==> config.mk <==
export PLATFORM = sky130hd
export DESIGN_NAME = pc_fetch_sequencer
export DESIGN_NICKNAME = d
export VERILOG_FILES = /design/src/rtl/pc_fetch_sequencer.sv
export SDC_FILE = /design/constraint.sdc
export NUM_CORES = 1
export LEC_CHECK = 0
export CAP_MARGIN = 10
export CELL_PAD_IN_SITES_DETAIL_PLACEMENT = 1
export CELL_PAD_IN_SITES_GLOBAL_PLACEMENT = 2
export CORE_MARGIN = 2
export CORE_UTILIZATION = 20
export DETAILED_ROUTE_END_ITERATION = 6
export PLACE_DENSITY = 0.92
export SLEW_MARGIN = 20
export SYNTH_ARGS = -nofsm -noshare
export SYNTH_HDL_FRONTEND = slang
export SYNTH_SLANG_ARGS = --single-unit
==> constraint.sdc <==
create_clock -name clk -period 2.36 [get_ports clk]
set_input_delay 0.236 -clock clk [delete_from_list [all_inputs] [get_ports clk]]
set_output_delay 0.236 -clock clk [all_outputs]
set_load 0.03 [all_outputs]
==> src/rtl/pc_fetch_sequencer.sv <==
// Fetch PC owner: issues one outstanding fetch at a time, arbitrates trap/mret/branch
// redirects onto the PC and tags each request with an epoch so that killed responses are dropped.
//
// state   | meaning
// --------+--------------------------------------------------------------
// S_BOOT  | first cycle after reset, redirects ignored
// S_ISSUE | fetch_valid held with a stable pc/epoch until accepted
// S_WAIT  | one live request outstanding, waiting for its response
// S_REDIR | idle cycle after a redirect so valid never sees an address change
// S_DRAIN | one killed request outstanding, its response is dropped
module pc_fetch_sequencer #(
    parameter logic [31:0] RESET_VEC = 32'h8000_0000,
    parameter int          EPOCH_W   = 2
) (
    input  logic               clk,
    input  logic               rst,
    output logic               fetch_valid,
    input  logic               fetch_ready,
    output logic [31:0]        fetch_pc,
    output logic [EPOCH_W-1:0] fetch_epoch,
    input  logic               inst_valid,
    input  logic [EPOCH_W-1:0] inst_epoch,
    input  logic               trap_valid,
    input  logic [31:0]        trap_target,
    input  logic               mret_valid,
    input  logic [31:0]        mret_target,
    input  logic               br_valid,
    input  logic [31:0]        br_target,
    output logic               flush,
    output logic [31:0]        pc
);

    typedef enum logic [2:0] {
        S_BOOT  = 3'd0,
        S_ISSUE = 3'd1,
        S_WAIT  = 3'd2,
        S_REDIR = 3'd3,
        S_DRAIN = 3'd4
    } state_t;

    state_t             state_q, state_d;
    logic [31:0]        pc_q, pc_d;
    logic [EPOCH_W-1:0] epoch_q, epoch_d;
    logic               flush_q, flush_d;

    logic               redir;
    logic [31:0]        tgt;
    logic               take;

    // Fixed priority: trap > mret > branch.
    always_comb begin
        redir = trap_valid | mret_valid | br_valid;
        tgt   = br_target;
        if (trap_valid) begin
            tgt = trap_target;
        end else if (mret_valid) begin
            tgt = mret_target;
        end
    end

    always_ff @(posedge clk or posedge rst) begin
        if (rst) begin
            state_q <= S_BOOT;
            pc_q    <= RESET_VEC;
            epoch_q <= '0;
            flush_q <= 1'b0;
        end else begin
            state_q <= state_d;
            pc_q    <= pc_d;
            epoch_q <= epoch_d;
            flush_q <= flush_d;
        end
    end

    always_comb begin
        state_d = state_q;
        pc_d    = pc_q;
        epoch_d = epoch_q;
        flush_d = 1'b0;
        take    = 1'b0;

        case (state_q)
            S_BOOT: begin
                state_d = S_ISSUE;
            end
            S_ISSUE: begin
                if (fetch_ready) begin
                    // An accepted request with a simultaneous redirect is already stale.
                    state_d = redir ? S_DRAIN : S_WAIT;
                    take    = redir;
                end else if (redir) begin
                    state_d = S_REDIR;
                    take    = 1'b1;
                end
            end
            S_REDIR: begin
                if (redir) begin
                    state_d = S_REDIR;
                    take    = 1'b1;
                end else begin
                    state_d = S_ISSUE;
                end
            end
            S_WAIT: begin
                if (inst_valid) begin
                    state_d = S_ISSUE;
                    take    = redir;
                    if (!redir && (inst_epoch == epoch_q)) begin
                        pc_d = pc_q + 32'd4;
                    end
                end else if (redir) begin
                    state_d = S_DRAIN;
                    take    = 1'b1;
                end
            end
            S_DRAIN: begin
                if (inst_valid) begin
                    state_d = S_ISSUE;
                    take    = redir;
                end else if (redir) begin
                    state_d = S_DRAIN;
                    take    = 1'b1;
                end
            end
            default: begin
                state_d = S_BOOT;
            end
        endcase

        if (take) begin
            pc_d    = tgt;
            epoch_d = epoch_q + EPOCH_W'(1);
            flush_d = 1'b1;
        end
    end

    assign fetch_valid = (state_q == S_ISSUE);
    assign fetch_pc    = pc_q;
    assign fetch_epoch = epoch_q;
    assign pc          = pc_q;
    assign flush       = flush_q;

endmodule

==> reports/summary.log <==
[outcome] outcome completed
[finish] number of nets in the layout 593
[global_route] vias in the first global route 3343
[worst_setup_path] crit-path max FO 7
[clocking] source-to-sink clock delay at the later pin of the worst-skew pair 0.28 ns
[floorplanning] total die area 15700 sq um
[worst_setup_path] r2r setup slk 0.23 ns
[detailed_routing] Routed Antenna Nets 0
[sta] Min Clock Period, post-route 2.13 ns
[power] relative contribution of sequential cells to total power 23.9%
[power] Tot Pwr 6.34 mW
[synth] Seq/Total Area, Yosys 32.3%
[worst_setup_path] Crit path arrival time 2.33 ns
[synth] async set-or-reset flop fraction in the synthesized netlist 100%
[min_path] kind of path behind the tightest hold check input pin to asynchronous set/reset pin
[sta] Tightest Pin Transition 0.605 ns
[power] Internal Power 3.22 mW
[finish] leading cell type in the layout, fill and taps excluded sky130_fd_sc_hd__clkdlybuf4s50_1
[synth] Netlist cell types 39
[worst_setup_path] critical path launch point type register
[floorplanning] effective utilization at floorplan 20.3%
[power] total power divided by cell area 1300 nW/um^2
[clocking] root buffer selected by CTS sky130_fd_sc_hd__clkbuf_16
[clocking] total clock buffers created by CTS 5
[synth] number of standard cells after synthesis 345
[synth] area of the mapped netlist 2940 sq um
[power] Comb pwr share 64.1%
[worst_setup_path] Data required, critical path 2.56 ns
[finish] area used by multi-input combinational logic 1640 sq um
[floorplanning] top-level port count 173
[sta] hold_ws 0.353 ns
[finish] Diodes inserted 0
[finish] fillers 1657
[worst_setup_path] reg-to-reg endpoint fetch_pc[31]
[synth] EDFF count, synth 0
[clocking] number of hold-repair buffers added at the cts stage 0
[worst_setup_path] kind of critical path register to register
[clocking] H-tree depth 2
[synth] Post-Synthesis Net Count 451
[power] Static Leak 1.85 nW
[global_route] maximum number of pins on one net before global-route repair 65
[synth] per-instance average area after synthesis 8.53 sq um
[synth] biggest area contributors in the synthesized netlist sky130_fd_sc_hd__dfrtp_1 (31%), sky130_fd_sc_hd__mux2i_1 (11%), sky130_fd_sc_hd__buf_4 (8.2%)
[floorplanning] die span in x 125 microns
[place] HPWL after DPL 8560 microns
[detailed_routing] Iteration-0 DRC Markers 66
[power] Sw Pwr 3.12 mW
[worst_setup_path] Critical R2R Launch fetch_pc[19]
[finish] share of final-layout standard cells stronger than drive strength 1 7.17%
[sta] worst slew slack as a fraction of its limit 59.6%
[sta] Final period util 90.2%
[finish] Area growth syn-to-layout 65.0%
[synth] Main synth FF type sky130_fd_sc_hd__dfrtp_1
[job] max-cap viol count 0
[power] peak ir drop on the vdd network 0.000628 V
[clocking] number of buffers on the longest clock path 2
[sta] skew final 0.00400 ns
[sta] max-slew violation count 0
[global_route] antenna violations before repair 0
[synth] register bit count reported by yosys 38
[synth] top cell type's share of synthesized area 31.4%
[sta] Final setup viols 0
[detailed_routing] DR WL/cell 15.9 microns
[sta] Worst Setup Slack, final 0.232 ns
[clocking] clk slew on worst S/H paths 0.06 ns
[sta] RSZ-0062 raised after global routing false
[global_route] grt total ovfl 0
[detailed_routing] Final Routed Wirelength 10700 microns
[finish] total area of sequential cells 952 sq um
[worst_setup_path] logic depth of the worst register-to-register path 5
[floorplanning] number of cell rows 44
[finish] utilization of the core after routing 33.5%
[floorplanning] Core Footprint 14500 sq um
[sta] Sum Neg Setup Slack 0 ns
[detailed_routing] number of vias per cell 4.60
[floorplanning] die height 125 microns
[clocking] clk sinks 38
[detailed_routing] total number of vias 3092
[global_route] first-pass GRT wire length 17600 microns
[finish] commonest cells after routing, fill and taps aside sky130_fd_sc_hd__clkdlybuf4s50_1 (170), sky130_fd_sc_hd__dfrtp_1 (37), sky130_fd_sc_hd__nor2_1 (36)
[clocking] CTS-repair resized insts 0
[place] pre-CTS setup slack 0.0343 ns
[sta] highest clock rate 470 MHz
[synth] Yosys Warn Count 0
[sta] Hold Fails Final Rpt 0
[power] switch share 49.2%
[detailed_routing] DRC violations left 0
[place] Port-buffer cells 172
[worst_setup_path] Crit. End Element register
[clocking] TritonCTS clock tree done
[detailed_routing] number of detailed-routing iterations run before antenna repair 4
[clocking] number of buffers inserted by post-CTS setup repair 0
[power] clock share of power 12.0%
[place] global placer's final weighted congestion 0.781
[synth] top cell type by total area after synthesis sky130_fd_sc_hd__dfrtp_1
[global_route] Total Routing Usage GR 13.7%
-- critical path, stage by stage (launching register included) --
cell	delay, ns
sky130_fd_sc_hd__dfrtp_1	0.49
sky130_fd_sc_hd__nand3_1	0.19
sky130_fd_sc_hd__nor4_1	0.57
sky130_fd_sc_hd__nand2_1	0.19
sky130_fd_sc_hd__or4_1	0.50
sky130_fd_sc_hd__o211ai_1	0.11
-- worst max-delay path by stage --
| stage | start | endpoint | slack (ns) | depth (start not counted) |
|---|---|---|---|---|
| after floorplan | fetch_pc[2] | fetch_pc[22] | 0.11 | 6 |
| after global placement | br_valid | fetch_pc[19] | 0.12 | 7 |
| after detailed placement | br_valid | fetch_pc[11] | 0.03 | 8 |
| after CTS | fetch_pc[19] | fetch_pc[31] | 0.22 | 5 |
| after global routing | fetch_pc[19] | fetch_pc[31] | 0.06 | 5 |
| final | fetch_pc[19] | fetch_pc[31] | 0.23 | 5 |
-- power groups by stage --
stage | logic [mW] | clock network, mW | registers [mW]
2_1_floorplan | 2.12 | 0 | 1.99
4_1_cts | 4.12 | 0.778 | 1.53
5_1_grt | 4.33 | 0.814 | 1.60
3_5_place_dp | 4.10 | 0 | 1.53
6_report | 4.06 | 0.757 | 1.52
3_3_place_gp | 4.03 | 0 | 1.51
-- cells in the mapped netlist, types with 2 or more instances --
master and count:
sky130_fd_sc_hd__dfrtp_1 37, sky130_fd_sc_hd__nor2_1 36, sky130_fd_sc_hd__mux2i_1 33, sky130_fd_sc_hd__buf_4 32, sky130_fd_sc_hd__a211oi_1 27, sky130_fd_sc_hd__a21oi_1 25
sky130_fd_sc_hd__nand2_1 19, sky130_fd_sc_hd__xor2_1 18, sky130_fd_sc_hd__clkbuf_1 15, sky130_fd_sc_hd__nand4_1 14, sky130_fd_sc_hd__o21ai_0 13, sky130_fd_sc_hd__nand3_1 12
sky130_fd_sc_hd__inv_1 8, sky130_fd_sc_hd__or3_1 8, sky130_fd_sc_hd__a31oi_1 7, sky130_fd_sc_hd__xnor2_1 7, sky130_fd_sc_hd__o211ai_1 4, sky130_fd_sc_hd__and3_1 3
sky130_fd_sc_hd__buf_2 3, sky130_fd_sc_hd__nor2b_1 3, sky130_fd_sc_hd__nand3_2 2, sky130_fd_sc_hd__nand4b_1 2
-- metal layers --
layer	track usage (%)	vias up	share of wire [%]
met5	0	-	0
met4	4.18	0	1.3
met3	1.88	9	4.1
met2	24.6	94	52
met1	17.1	1490	43
li1	-	1499	-
-- cells by family (layout without fill, tap and decap cells) --
family | count (synthesis) | in the layout | share of synthesized area [%]
AOI/OAI and AO/OA | 79 | 79 | 16.7
adders and majority gates | 1 | 1 | 0.425
muxes | 34 | 34 | 11.6
buffers and inverters | 60 | 203 | 12.1
and+or+nand+nor | 108 | 108 | 19.4
xor gates and xnor gates | 25 | 25 | 7.44
DFF | 38 | 38 | 32.3
-- metrics by stage --
stage	cell area, sq um	std cells
3_3_place_gp	4690	664
3_5_place_dp	4690	664
4_1_cts	4860	672
6_report	4860	672
5_1_grt	4860	672
2_1_floorplan	2940	345
-- flip-flops by register name, indices dropped and copies added, names as in the netlist --
register and cells:
fetch_epoch 2, fetch_pc 32, flush 1, state_q 3
-- final cells by class --
type,count,area share [%]
tap,184,4.74
sequential,38,19.6
clock inverter,3,0.824
clock buffer,5,2.58
timing repair buffer,187,37.8
inverter,8,0.618
multi-input combinational,247,33.8
Note: power is estimated with default switching activity, not from simulation.
